[src/rtl/mul_pkg.sv]
// Shared constants, geometry helpers and stage payload layout for the pipelined array multiplier.
package mul_pkg;

    localparam logic SGN_UNSIGNED = 1'b0;
    localparam logic SGN_SIGNED   = 1'b1;
    localparam int   MAX_WIDTH    = 32;

    // Widest payload layout; each stage keeps a WIDTH-sized copy with the same field order.
    typedef struct packed {
        logic                   valid;
        logic                   sgn;
        logic [2*MAX_WIDTH-1:0] acc;
        logic [2*MAX_WIDTH-1:0] xe;
        logic [MAX_WIDTH-1:0]   yrem;
    } mul_stage_t;

    function automatic int rows_per_stage(input int width, input int stages);
        return (width + stages - 1) / stages;
    endfunction

    function automatic int stage_first_row(input int width, input int stages, input int s);
        return s * rows_per_stage(width, stages);
    endfunction

    // Trailing stages can end up with no rows when STAGES does not divide WIDTH evenly.
    function automatic int stage_num_rows(input int width, input int stages, input int s);
        int lo;
        int hi;
        lo = s * rows_per_stage(width, stages);
        hi = (s + 1) * rows_per_stage(width, stages);
        if (hi > width) hi = width;
        return (hi > lo) ? (hi - lo) : 0;
    endfunction

endpackage

[src/rtl/mul_pp_stage.sv]
// One pipeline stage: folds partial-product rows [FIRST_ROW, FIRST_ROW+NUM_ROWS) into the
// running sum and registers the payload when enabled.
module mul_pp_stage
    import mul_pkg::*;
#(
    parameter int WIDTH     = 4,
    parameter int FIRST_ROW = 0,
    parameter int NUM_ROWS  = 1
) (
    input  logic               clk,
    input  logic               rst,
    input  logic               i_en,
    input  logic               i_valid,
    input  logic               i_sgn,
    input  logic [2*WIDTH-1:0] i_acc,
    input  logic [2*WIDTH-1:0] i_xe,
    input  logic [WIDTH-1:0]   i_yrem,
    output logic               o_valid,
    output logic               o_sgn,
    output logic [2*WIDTH-1:0] o_acc,
    output logic [2*WIDTH-1:0] o_xe,
    output logic [WIDTH-1:0]   o_yrem
);

    typedef struct packed {
        logic               valid;
        logic               sgn;
        logic [2*WIDTH-1:0] acc;
        logic [2*WIDTH-1:0] xe;
        logic [WIDTH-1:0]   yrem;
    } stage_t;

    localparam logic [63:0]      ROW_MASK64 = ((64'd1 << NUM_ROWS) - 64'd1) << FIRST_ROW;
    localparam logic [WIDTH-1:0] ROW_MASK   = ROW_MASK64[WIDTH-1:0];

    logic [2*WIDTH-1:0] w_acc_n;
    stage_t             r_q;

    for (genvar r = 0; r < NUM_ROWS; r++) begin : g_row
        localparam int ROW = FIRST_ROW + r;
        logic [2*WIDTH-1:0] w_in;
        logic [2*WIDTH-1:0] w_pp;
        logic [2*WIDTH-1:0] w_out;

        if (r == 0) begin : g_first
            assign w_in = i_acc;
        end else begin : g_next
            assign w_in = g_row[r-1].w_out;
        end

        assign w_pp = i_yrem[ROW] ? (i_xe << ROW) : '0;

        // The multiplier MSB carries weight -2^(W-1) in two's complement.
        if (ROW == WIDTH - 1) begin : g_msb
            assign w_out = (i_sgn == SGN_SIGNED) ? (w_in - w_pp) : (w_in + w_pp);
        end else begin : g_mid
            assign w_out = w_in + w_pp;
        end
    end

    if (NUM_ROWS == 0) begin : g_pass
        assign w_acc_n = i_acc;
    end else begin : g_sum
        assign w_acc_n = g_row[NUM_ROWS-1].w_out;
    end

    always_ff @(posedge clk) begin
        if (rst) begin
            r_q <= '0;
        end else if (i_en) begin
            r_q <= '{valid: i_valid, sgn: i_sgn, acc: w_acc_n, xe: i_xe,
                     yrem: i_yrem & ~ROW_MASK};
        end
    end

    assign o_valid = r_q.valid;
    assign o_sgn   = r_q.sgn;
    assign o_acc   = r_q.acc;
    assign o_xe    = r_q.xe;
    assign o_yrem  = r_q.yrem;

endmodule

[src/rtl/mul_array_pipe.sv]
// Pipelined WIDTH x WIDTH array multiplier, unsigned or two's-complement per transaction,
// with valid/ready on both sides and a single global advance for backpressure.
module mul_array_pipe
    import mul_pkg::*;
#(
    parameter int WIDTH  = 4,
    parameter int STAGES = 2
) (
    input  logic               clk,
    input  logic               rst,
    input  logic               in_valid,
    output logic               in_ready,
    input  logic [WIDTH-1:0]   x,
    input  logic [WIDTH-1:0]   y,
    input  logic               sgn,
    output logic               out_valid,
    input  logic               out_ready,
    output logic [2*WIDTH-1:0] out
);

    // Index 0 is the incoming transaction; index s+1 is the register of stage s.
    logic [STAGES:0]              w_vld_pipe;
    logic [STAGES:0]              w_sgn;
    logic [STAGES:0][2*WIDTH-1:0] w_acc;
    logic [STAGES:0][2*WIDTH-1:0] w_xe;
    logic [STAGES:0][WIDTH-1:0]   w_yrem;
    logic                         w_adv;
    logic                         w_unused;

    // Whole chain moves or holds together; bubbles are kept, so the only stall is the tail.
    assign w_adv    = !w_vld_pipe[STAGES] || out_ready;
    assign in_ready = w_adv;

    assign w_vld_pipe[0] = in_valid;
    assign w_sgn[0]      = sgn;
    assign w_acc[0]      = '0;
    assign w_xe[0]       = (sgn == SGN_SIGNED) ? {{WIDTH{x[WIDTH-1]}}, x} : {{WIDTH{1'b0}}, x};
    assign w_yrem[0]     = y;

    for (genvar s = 0; s < STAGES; s++) begin : g_stage
        mul_pp_stage #(
            .WIDTH     (WIDTH),
            .FIRST_ROW (stage_first_row(WIDTH, STAGES, s)),
            .NUM_ROWS  (stage_num_rows(WIDTH, STAGES, s))
        ) u_stage (
            .clk     (clk),
            .rst     (rst),
            .i_en    (w_adv),
            .i_valid (w_vld_pipe[s]),
            .i_sgn   (w_sgn[s]),
            .i_acc   (w_acc[s]),
            .i_xe    (w_xe[s]),
            .i_yrem  (w_yrem[s]),
            .o_valid (w_vld_pipe[s+1]),
            .o_sgn   (w_sgn[s+1]),
            .o_acc   (w_acc[s+1]),
            .o_xe    (w_xe[s+1]),
            .o_yrem  (w_yrem[s+1])
        );
    end

    assign out_valid = w_vld_pipe[STAGES];
    assign out       = w_acc[STAGES];

    // The tail stage's operand copies have no consumer.
    assign w_unused = ^{w_sgn[STAGES], w_xe[STAGES], w_yrem[STAGES]};

endmodule

[config.mk]
export PLATFORM = sky130hd
export DESIGN_NAME = mul_array_pipe
export DESIGN_NICKNAME = d
export VERILOG_FILES = /design/src/rtl/mul_pkg.sv /design/src/rtl/mul_pp_stage.sv /design/src/rtl/mul_array_pipe.sv
export SDC_FILE = /design/constraint.sdc
export NUM_CORES = 1
export LEC_CHECK = 0
export ABC_AREA = 1
export CAP_MARGIN = 15
export CORE_AREA = 2 2 69 71
export CTS_CLUSTER_SIZE = 40
export DETAILED_ROUTE_END_ITERATION = 7
export DIE_AREA = 0 0 71 73
export GPL_ROUTABILITY_DRIVEN = 1
export SLEW_MARGIN = 20
export SYNTH_ARGS = -nofsm -noshare
export SYNTH_HDL_FRONTEND = slang
export SYNTH_SLANG_ARGS = --single-unit
[constraint.sdc]
create_clock -name clk -period 2.71 [get_ports clk]
set_input_delay 0.271 -clock clk [delete_from_list [all_inputs] [get_ports clk]]
set_output_delay 0.271 -clock clk [all_outputs]
set_load 0.05 [all_outputs]
==> metrics.csv <==
metric,value,unit
start_kind,flop,
rsz0062_at_grt,false,
grt_pass1_vias,1356,
clockBufferDepth,2,
cp_max_fo,7,
worst-path-buf-inv,3,
leakagePower,0.00110,uW
syn_inst,250,
max_freq,405,MHz
hold_viol,0,
area_delta_synth_final,19.6,%
preCtsSetupSlack,0.160,ns
diodes,0,
period_share,91.0,%
firstDrtPassIters,4,
final_antenna_net_count,0,
cts_htree_levels,1,
synth_area_leaders,"dfxtp_1 30%, ha_1 12%, nand2_1 9.5%",
io_pins,23,
cts_made_buffers,3,
die_h,73,um
root_buffer,clkbuf_8,
fin_crit,2.47,ns
cts_tree,built,
drv_slew,0,
clkLatencyLatePin,0.28,ns
floorplan.initialDensity,38.2,%
crit_chain,"nand2_1, inv_1, ha_1, fa_2, nand3_1, nand2_1, xor2_1, ha_1, a21oi_1, o21ai_0, nor2_1, inv_1, nand3_2, nand3_1, nand2_1, inv_1",
relSlewSlack,65.7,%
syn_avg_cell_area,6.94,sq um
synth_top_area_share,30.0,%
place_inst,321,
yosysUniqueCellTypes,24,
hold_path.class,reg2reg,
synthesis.area,0.00173,sq mm
cts_setup_buffers,0,
yosysTopAreaCell,dfxtp_1,
ir_drop,0.000357,V
mostFrequentLayoutCells,"44 x nand2_1, 38 x inv_1, 32 x nor2_1, 25 x o21ai_0, 25 x dfxtp_1",
required,2.90,ns
final_core_util,45.7,%
dr.first_iter.drc_count,46,
drc,0,
synth-seq-area-share,30.0,%
clkTransAtPathRegs,0.10,ns
gp_congestion,0.767,
dieArea,0.00518,sq mm
critical-path-top-delay-family,adder cells,
numPortBuffers,22,
final_cells,325,
setup_tns,0,ns
core_area,0.00454,sq mm
status,"finished, final reports clean",
grt_pass1_wl,5710,um
cpPeakStageDelay,0.37,ns
cp-end-kind,flop,
gr-total-overflow,0,
cts_sinks,26,
worstPathArrival,2.66,ns
synthesis.nets,281,
setup_viol,0,
fin_skew,0.00972,ns
gr-usage-all-layers,13.8,%
drv_cap,0,
mostFrequentLayoutCell,nand2_1,
antenna_found_initial,0,
layout.nets,303,
via_per_inst,4.66,
rows,25,
ys_warn_count,0,
totalWireLength,3390,um
crit_slowest_cell,dfxtp_2,
fp.dieW,71,um
crit_type,reg2reg,
synth-seq-cells,26,
worst_pin_slew,0.514,ns
vias,1514,
p_per_area,547,mW/mm^2
drive_above_1_share,9.59,%
place_hpwl,2700,um
drt-wirelength-per-cell,10.4,um
grt_max_degree,22,
setup_slack,0.244,ns
-- synth_stat cells --
library cell and count:
a21oi_2 1, a21oi_1 16, mux2i_1 1, a31oi_1 1, clkbuf_1 5, o21ai_0 25
fa_1 2, o21bai_1 4, inv_1 38, o21ai_1 2, or2_1 1, nand3_2 5
dfxtp_1 26, clkinv_1 1, buf_6 1, nand3_1 8, nand2_1 44, nand2_2 8
xor2_1 7, nor2_1 32, ha_1 16, buf_2 1, xnor2_1 2, inv_2 3
-- worst paths after layout --
path              depth (start not counted)                          from                     endpoint  slack, ns
setup / recovery                         16  g_stage[0].u_stage.o_yrem[2]  g_stage[1].u_stage.o_acc[7]       0.24
hold / removal                            2   g_stage[0].u_stage.o_acc[0]  g_stage[0].u_stage.o_acc[0]       0.47
setup reg to reg                         16  g_stage[0].u_stage.o_yrem[2]  g_stage[1].u_stage.o_acc[7]       0.24
hold reg to reg                           2   g_stage[0].u_stage.o_acc[0]  g_stage[0].u_stage.o_acc[0]       0.47
-- sequential cells by signal, summed over array words and instances (netlist names) --
register                 count
g_stage.u_stage.o_xe         5
g_stage.u_stage.o_valid      2
g_stage.u_stage.o_acc       16
g_stage.u_stage.o_sgn        1
g_stage.u_stage.o_yrem       2
-- where the power goes --
group          leakage [uW]  switching [uW]  internal (uW)
logic              0.000846             217            141
clock network     0.0000357             131            198
registers          0.000216            26.2            422
total               0.00110             375            761
-- layer usage --
layer	vias to the layer above	routed length, um	global-route usage [%]
li1	826	-	-
met1	669	1650	17.0
met2	17	1630	24.4
met3	2	87	2.49
met4	0	23	4.40
met5	-	0	0
-- logic make-up after synthesis --
logic type	count (synthesis)	share of synthesized area, %
AO/OA/AOI/OAI	49	15.0
adder cells (fa/ha/maj)	18	13.9
flip-flops	26	30.0
buffers and inverters	49	11.1
AND/OR/NAND/NOR	98	24.9
multiplexers	1	0.577
XOR/XNOR	9	4.55
-- metrics by stage --
stage	total power [uW]	hold WS (ns)	area, sq um
5_1_grt	1210	0.504	2070
3_5_place_dp	818	0.454	2000
2_1_floorplan	715	0.340	1730
4_1_cts	1150	0.469	2070
6_report	1140	0.466	2070
3_3_place_gp	816	0.454	2000
-- timing repair --
action                                  in CTS  in global routing
resized for setup                            0                  2
endpoints found under the setup margin       0                  1
hold buffers                                 0                  0
endpoints found under the hold margin        0                  0
-- area by class of cell --
class / count / area, sq um
clock buffers: 3 / 41.3
clock inverters: 1 / 30.0
fillers: 476 / 2460
inverters: 42 / 158
multi-input cells: 175 / 1020
flip-flops and latches: 26 / 522
well taps: 54 / 67.6
repair buffers: 24 / 233
-- worst register-to-register path, stage by stage, from the launching register on --
cell and delay, ns:
dfxtp_2 0.37, nand2_1 0.07, inv_1 0.04, ha_1 0.20, fa_2 0.36, nand3_1 0.08, nand2_1 0.07, xor2_1 0.15
ha_1 0.33, a21oi_1 0.16, o21ai_0 0.09, nor2_1 0.17, inv_1 0.07, nand3_2 0.07, nand3_1 0.06, nand2_1 0.06
inv_1 0.03
(Power assumes the default switching activity.)
